## config.mk

```make
export PLATFORM = sky130hd
export DESIGN_NAME = mem_responder
export DESIGN_NICKNAME = d
export VERILOG_FILES = /design/src/rtl/mem_responder.sv
export SDC_FILE = /design/constraint.sdc
export NUM_CORES = 2
export LEC_CHECK = 0
export BUFFER_PORTS_ARGS = -buffer_cell sky130_fd_sc_hd__buf_2
export CORE_MARGIN = 4
export CORE_UTILIZATION = 50
export CTS_CLUSTER_SIZE = 20
export DETAILED_ROUTE_END_ITERATION = 12
export GPL_ROUTABILITY_DRIVEN = 0
export PLACE_DENSITY = 0.78
export SLEW_MARGIN = 10
export SYNTH_ARGS = -nofsm -noshare
export SYNTH_HDL_FRONTEND = slang
export SYNTH_SLANG_ARGS = --single-unit
```

## constraint.sdc

```tcl
create_clock -name clk -period 3.8 [get_ports clk]
set_input_delay 0.19 -clock clk [delete_from_list [all_inputs] [get_ports clk]]
set_output_delay 0.19 -clock clk [all_outputs]
set_load 0.01 [all_outputs]
```

## src/rtl/mem_responder.sv

```systemverilog
// Single-port byte RAM behind a req/rdy handshake; response WAIT_STATES+1 cycles after acceptance.
// No queuing: req is ignored while busy, and rdata holds its last read value between reads.
`ifndef REG_WIDTH
`define REG_WIDTH 8
`endif

module mem_responder #(
   parameter int DATA_WIDTH  = `REG_WIDTH,
   parameter int ADDR_WIDTH  = 16,
   parameter int DEPTH       = 256,
   parameter int WAIT_STATES = 2
) (
   input  logic                  clk,
   input  logic                  reset_n,
   input  logic                  req,
   input  logic                  rw,
   input  logic [ADDR_WIDTH-1:0] addr,
   input  logic [DATA_WIDTH-1:0] wdata,
   output logic [DATA_WIDTH-1:0] rdata,
   output logic                  rdy,
   output logic                  err,
   output logic                  busy
);

   localparam int                IW      = (DEPTH > 1) ? $clog2(DEPTH) : 1;
   localparam logic [ADDR_WIDTH:0] DEPTH_W = (ADDR_WIDTH+1)'(DEPTH);
   localparam logic [3:0]        WS_INIT = (WAIT_STATES == 0) ? 4'd0 : 4'(WAIT_STATES - 1);

   typedef enum logic [1:0] {IDLE, WAIT, RESP} state_t;

   state_t                state_q, state_d;
   logic [3:0]            cnt_q, cnt_d;
   logic [IW-1:0]         idx_q, idx_d;
   logic                  rw_q, rw_d;
   logic                  oor_q, oor_d;
   logic [DATA_WIDTH-1:0] wdata_q, wdata_d;
   logic [DATA_WIDTH-1:0] rdata_q, rdata_d;
   logic [DATA_WIDTH-1:0] mem [DEPTH];

   logic                  go_resp;
   logic [IW-1:0]         sel_idx;
   logic                  sel_rw;
   logic                  sel_oor;

   always_comb begin
      state_d = state_q;
      cnt_d   = cnt_q;
      idx_d   = idx_q;
      rw_d    = rw_q;
      oor_d   = oor_q;
      wdata_d = wdata_q;
      go_resp = 1'b0;
      sel_idx = idx_q;
      sel_rw  = rw_q;
      sel_oor = oor_q;
      case (state_q)
         IDLE: begin
            if (req) begin
               // Range is decided once, at full address width, so high bits never alias into the RAM.
               idx_d   = addr[IW-1:0];
               rw_d    = rw;
               wdata_d = wdata;
               oor_d   = ({1'b0, addr} >= DEPTH_W);
               sel_idx = idx_d;
               sel_rw  = rw_d;
               sel_oor = oor_d;
               if (WAIT_STATES == 0) begin
                  state_d = RESP;
                  go_resp = 1'b1;
               end else begin
                  state_d = WAIT;
                  cnt_d   = WS_INIT;
               end
            end
         end
         WAIT: begin
            if (cnt_q == 4'd0) begin
               state_d = RESP;
               go_resp = 1'b1;
            end else begin
               cnt_d = cnt_q - 4'd1;
            end
         end
         RESP:    state_d = IDLE;
         default: state_d = IDLE;
      endcase

      rdata_d = rdata_q;
      if (go_resp && sel_rw) begin
         rdata_d = sel_oor ? '0 : mem[sel_idx];
      end
   end

   always_ff @(posedge clk or negedge reset_n) begin
      if (!reset_n) begin
         state_q <= IDLE;
         cnt_q   <= '0;
         idx_q   <= '0;
         rw_q    <= 1'b0;
         oor_q   <= 1'b0;
         wdata_q <= '0;
         rdata_q <= '0;
      end else begin
         state_q <= state_d;
         cnt_q   <= cnt_d;
         idx_q   <= idx_d;
         rw_q    <= rw_d;
         oor_q   <= oor_d;
         wdata_q <= wdata_d;
         rdata_q <= rdata_d;
      end
   end

   // RAM contents survive reset; an aborted request never reaches RESP, so it never writes.
   always_ff @(posedge clk) begin
      if (state_q == RESP && !rw_q && !oor_q) begin
         mem[idx_q] <= wdata_q;
      end
   end

   assign rdata = rdata_q;
   assign rdy   = (state_q == RESP);
   assign err   = (state_q == RESP) && oor_q;
   assign busy  = (state_q != IDLE);

endmodule

```

==> out/results.ini <==
[final_layout]
flow.area_growth_from_synthesis_pct=14.9
postLayoutCellArea_um2=94500
stdcell_count=8368
nets=6059
drive_above_1_share=0.151
fillCellCount=11600

[place]
dp_worst_setup_slack_ps=-508
placement.cell_area_um2=87700
hpwl_reported_at_the_end_of_detailed_placement_mm=145
placed_cells=7968
port-buffer-count=38

[timing]
relSlewSlack=0.254
hold_viol_final=0
final.min_clock_period_ps=3830
fin_crit_sh=1.01
hold-worst-slack_ps=80.7
finalSetupViolCount=3
slew_viol_final=0
max_clock_freq_ghz=0.261
unrepaired_setup_endpoints_after_global_routing=yes
fin_worst_skew_ps=43.7
worst_slew_pin_slew_ps=1120
final_critical_path_setup_slack_ps=-34.2

[grt]
antenna_violations_before_repair=8
grt_start_max_net_pins=111
grt.overflow.total=0
first_global_vias=51200
grt_use_total=0.272
first_pass_grt_wire_length_mm=342

[clock_tree]
cts-root-buf=sky130_fd_sc_hd__clkbuf_16
clock_sink_count=2080
clk_latency_ps=850
clock_tree.htree_level_count=4
clk_transition_reported_paths_ps=70
tritoncts_clock_tree=done
max-clock-path-buffers=3
cts_made_buffers=191

[setup_path]
worstPathBufferInverterCount=5
cp-start-kind=flip-flop
arrival_ps=4520
r2r_setup_slack_ps=-30
setup.worst_path.end_class=flip-flop
worst-setup-path-type=flip-flop to flip-flop
worst-r2r-cell-count=13
worst-path-max-fanout=21
reg2reg_to=rdata[7]
critical-path-max-stage-delay_ps=480
cp_common_cell=sky130_fd_sc_hd__buf_12
critPathRequiredTime_ps=4490
worstPathCellList=or3b_4 > a21oi_4 > bufinv_16 > buf_12 > buf_12 > buf_12 > buf_4 > mux4_2 > and3_1 > a311oi_2 > o21ai_1 > nand4b_1 > nand4_1
crit-reg2reg-launch=state_q[0]
critical-path-top-delay-family=simple AND/OR/NAND/NOR gates
crit_slowest_cell=sky130_fd_sc_hd__or3b_4

[power_and_ir_drop]
power_density_nw_per_um2=807
power.ir.vdd_worst_uv=635
power.leakage_nw=31.8

[detailed_routing]
route.detailed.wl_per_inst_um=28.4
antenna_violation_net_count_after_detailed_routing=0
route.vias.total=53300
detail_route.wirelength_mm=238
drc_errors=0
via_per_inst=6.37
first_iter_violations=9637
drtPass1Iterations=6

[synth]
ys_types=67
synth.net_count=5718
fraction_of_synthesized_area_in_multiplexers=0.0518
synthesis.instances=5688
synth_adder_area_share=0.000304
synth_compound_gate_area_share=0.0449
post_synth_and_or_nand_nor_area_fraction=0.125
synth_top_family_by_area=simple AND/OR/NAND/NOR gates
synth.ff_latch_count=2080
synth.avg_cell_area_um2=14.5
share_of_the_yosys_chip_area_belonging_to_registers=0.758
yosys_warnings=0
post_synth_edffs=2048
cell_area_synth_um2=82200
asyncSetResetFlopFracSynth=0.0154
synth-xor-area-share=0.000213
synth_ff_type=sky130_fd_sc_hd__edfxtp_1

[status]
violations=negative setup slack
outcome=complete, but fails checks

[run]
max_cap_violations=0

[floorplanning]
core-area_um2=163000
boundary_pins=39
core.rowCount=148
horizontal_die_dimension_um=413
starting_density_of_the_core=0.504
die_area_um2=171000
die-height_um=413

[min_path]
hold_end=idx_q[1]
worstHoldPathType=input pin to flip-flop
worstHoldStart=addr[1]
hold_depth=3

area by class of cell:
type / instances / area, µm² / area share
Sequential cell: 2080 / 62300 / 0.660
Clock buffer: 266 / 5290 / 0.0559
Inverter: 13 / 91.3 / 0.000967
Antenna cell: 8 / 20.0 / 0.000212
Timing Repair Buffer: 494 / 4820 / 0.0510
Timing Repair inverter: 1 / 8.76 / 0.0000927
Clock inverter: 83 / 634 / 0.00671
Multi-Input combinational cell: 3248 / 18600 / 0.197
Tap cell: 2175 / 2720 / 0.0288
logic make-up (layout without fill, tap and decap cells):
| logic type | Yosys count | count (layout) |
|---|---|---|
| adder cells (fa/ha/maj) | 2 | 2 |
| other | 0 | 8 |
| AND/OR/NAND/NOR | 2433 | 2433 |
| buffers and inverters | 360 | 857 |
| AO/OA/AOI/OAI | 547 | 547 |
| multiplexers | 264 | 264 |
| flip-flops | 2080 | 2080 |
| XOR/XNOR | 2 | 2 |
where the power goes:
part | internal [W] | total, W | switching, W | leakage, nW
sequential | 0.0284 | 0.0296 | 0.00125 | 19.0
combinational | 0.00908 | 0.0281 | 0.0191 | 9.94
clock | 0.0101 | 0.0185 | 0.00835 | 2.90
routing by layer:
metal,GRT usage,vias to the layer above,share of wire
met5,0,-,0.00017
li1,-,22100,-
met3,0.0752,857,0.15
met2,0.417,4373,0.46
met4,0.139,6,0.063
met1,0.357,26000,0.33
flip-flops by register name, summed over array words and instances, names as in the netlist:
register	count
state_q	2
idx_q	8
oor_q	1
wdata_q	8
rw_q	1
rdata	8
mem	2048
cnt_q	4
through the flow:
| stage | power, W | utilization | setup TNS [ps] |
|---|---|---|---|
| 2_1_floorplan | 0.0439 | - | 0 |
| 3_3_place_gp | 0.0554 | 0.538 | -1360 |
| 3_5_place_dp | 0.0560 | 0.538 | -1800 |
| 4_1_cts | 0.0745 | 0.576 | -16.3 |
| 5_1_grt | 0.0782 | 0.579 | -305 |
| 6_report | 0.0762 | 0.579 | -85.5 |
placed cells by master, fill, tap and decap left out, types with 9 or more instances in the layout:
cell type	instances
sky130_fd_sc_hd__edfxtp_1	2048
sky130_fd_sc_hd__buf_4	351
sky130_fd_sc_hd__dfrtp_1	23
sky130_fd_sc_hd__a32oi_1	15
sky130_fd_sc_hd__o221ai_1	15
sky130_fd_sc_hd__o21ai_1	10
sky130_fd_sc_hd__o2111ai_1	19
sky130_fd_sc_hd__clkbuf_8	16
sky130_fd_sc_hd__a221oi_1	12
sky130_fd_sc_hd__a31oi_1	103
sky130_fd_sc_hd__buf_12	70
sky130_fd_sc_hd__o21ai_0	40
sky130_fd_sc_hd__o211ai_1	19
sky130_fd_sc_hd__a211oi_1	9
sky130_fd_sc_hd__clkinv_2	28
sky130_fd_sc_hd__nand2_1	1401
sky130_fd_sc_hd__nand4_1	31
sky130_fd_sc_hd__o22ai_1	26
sky130_fd_sc_hd__a21oi_1	138
sky130_fd_sc_hd__nand3_1	540
sky130_fd_sc_hd__clkinv_1	35
sky130_fd_sc_hd__clkbuf_16	199
sky130_fd_sc_hd__mux2i_1	121
sky130_fd_sc_hd__a2111oi_0	16
sky130_fd_sc_hd__buf_2	38
sky130_fd_sc_hd__clkbuf_1	56
sky130_fd_sc_hd__a311oi_1	35
sky130_fd_sc_hd__dlygate4sd3_1	18
sky130_fd_sc_hd__nor2_1	308
sky130_fd_sc_hd__a22oi_1	32
sky130_fd_sc_hd__and3_1	92
sky130_fd_sc_hd__inv_6	9
sky130_fd_sc_hd__nor4_1	9
sky130_fd_sc_hd__mux4_2	128
worst reg2reg max path, cell delays in order (launching register included):
cell                        delay (ps)
sky130_fd_sc_hd__dfrtp_2           440
sky130_fd_sc_hd__or3b_4            480
sky130_fd_sc_hd__a21oi_4           190
sky130_fd_sc_hd__bufinv_16         270
sky130_fd_sc_hd__buf_12            160
sky130_fd_sc_hd__buf_12            120
sky130_fd_sc_hd__buf_12            150
sky130_fd_sc_hd__buf_4             190
sky130_fd_sc_hd__mux4_2            460
sky130_fd_sc_hd__and3_1            240
sky130_fd_sc_hd__a311oi_2          310
sky130_fd_sc_hd__o21ai_1           170
sky130_fd_sc_hd__nand4b_1          360
sky130_fd_sc_hd__nand4_1           140
worst max path at each step:
| stage | from | end | slack, ps | cells after the start |
|---|---|---|---|---|
| after floorplan | state_q[0] | rdata[1] | 750 | 13 |
| after global placement | state_q[0] | rdata[6] | -440 | 14 |
| after detailed placement | state_q[0] | rdata[1] | -510 | 11 |
| after CTS | state_q[0] | rdata[3] | -20 | 10 |
| after global routing | state_q[0] | rdata[1] | -170 | 14 |
| final | state_q[0] | rdata[7] | -30 | 13 |
repair_timing:
item	CTS	global route
gates cloned	2	6
resized for setup	23	31
hold buffers	18	0
pin swaps	1	8
setup buffers	0	18
endpoints found under the hold margin	47	0
endpoints found under the setup margin	7	8
synthesized netlist by cell type, types with 7 or more instances:
library cell                instances  area share
sky130_fd_sc_hd__a32o_1             8     0.00097
sky130_fd_sc_hd__a221oi_1          13      0.0014
sky130_fd_sc_hd__a32oi_1           15      0.0016
sky130_fd_sc_hd__clkbuf_1         138      0.0063
sky130_fd_sc_hd__nand4_1           31      0.0024
sky130_fd_sc_hd__a311oi_1          36      0.0038
sky130_fd_sc_hd__nor4_1             9     0.00068
sky130_fd_sc_hd__buf_1             52      0.0024
sky130_fd_sc_hd__buf_6             12      0.0016
sky130_fd_sc_hd__and2_1             7     0.00053
sky130_fd_sc_hd__o22ai_1           27      0.0021
sky130_fd_sc_hd__nor2_1           312       0.014
sky130_fd_sc_hd__o21ai_1            9     0.00055
sky130_fd_sc_hd__nand2_1         1404       0.064
sky130_fd_sc_hd__a211oi_1           9     0.00082
sky130_fd_sc_hd__a2111oi_0         23      0.0025
sky130_fd_sc_hd__edfxtp_1        2048        0.75
sky130_fd_sc_hd__a21oi_1          140      0.0085
sky130_fd_sc_hd__a22oi_1           32      0.0029
sky130_fd_sc_hd__buf_2            136      0.0083
sky130_fd_sc_hd__mux2i_1          129       0.016
sky130_fd_sc_hd__mux4_2           128       0.035
sky130_fd_sc_hd__o211ai_1          19      0.0017
sky130_fd_sc_hd__a31oi_1          106      0.0081
sky130_fd_sc_hd__and3_1            93      0.0071
sky130_fd_sc_hd__o2111ai_1         21      0.0022
sky130_fd_sc_hd__nand3_1          542       0.033
sky130_fd_sc_hd__o21ai_0           41      0.0025
sky130_fd_sc_hd__o221ai_1          15      0.0016
sky130_fd_sc_hd__dfrtp_1           32      0.0097
sky130_fd_sc_hd__nor2b_1            7     0.00053
sky130_fd_sc_hd__buf_4              9     0.00082
sky130_fd_sc_hd__inv_1             12     0.00055
Power figures use the tool's default switching activity.
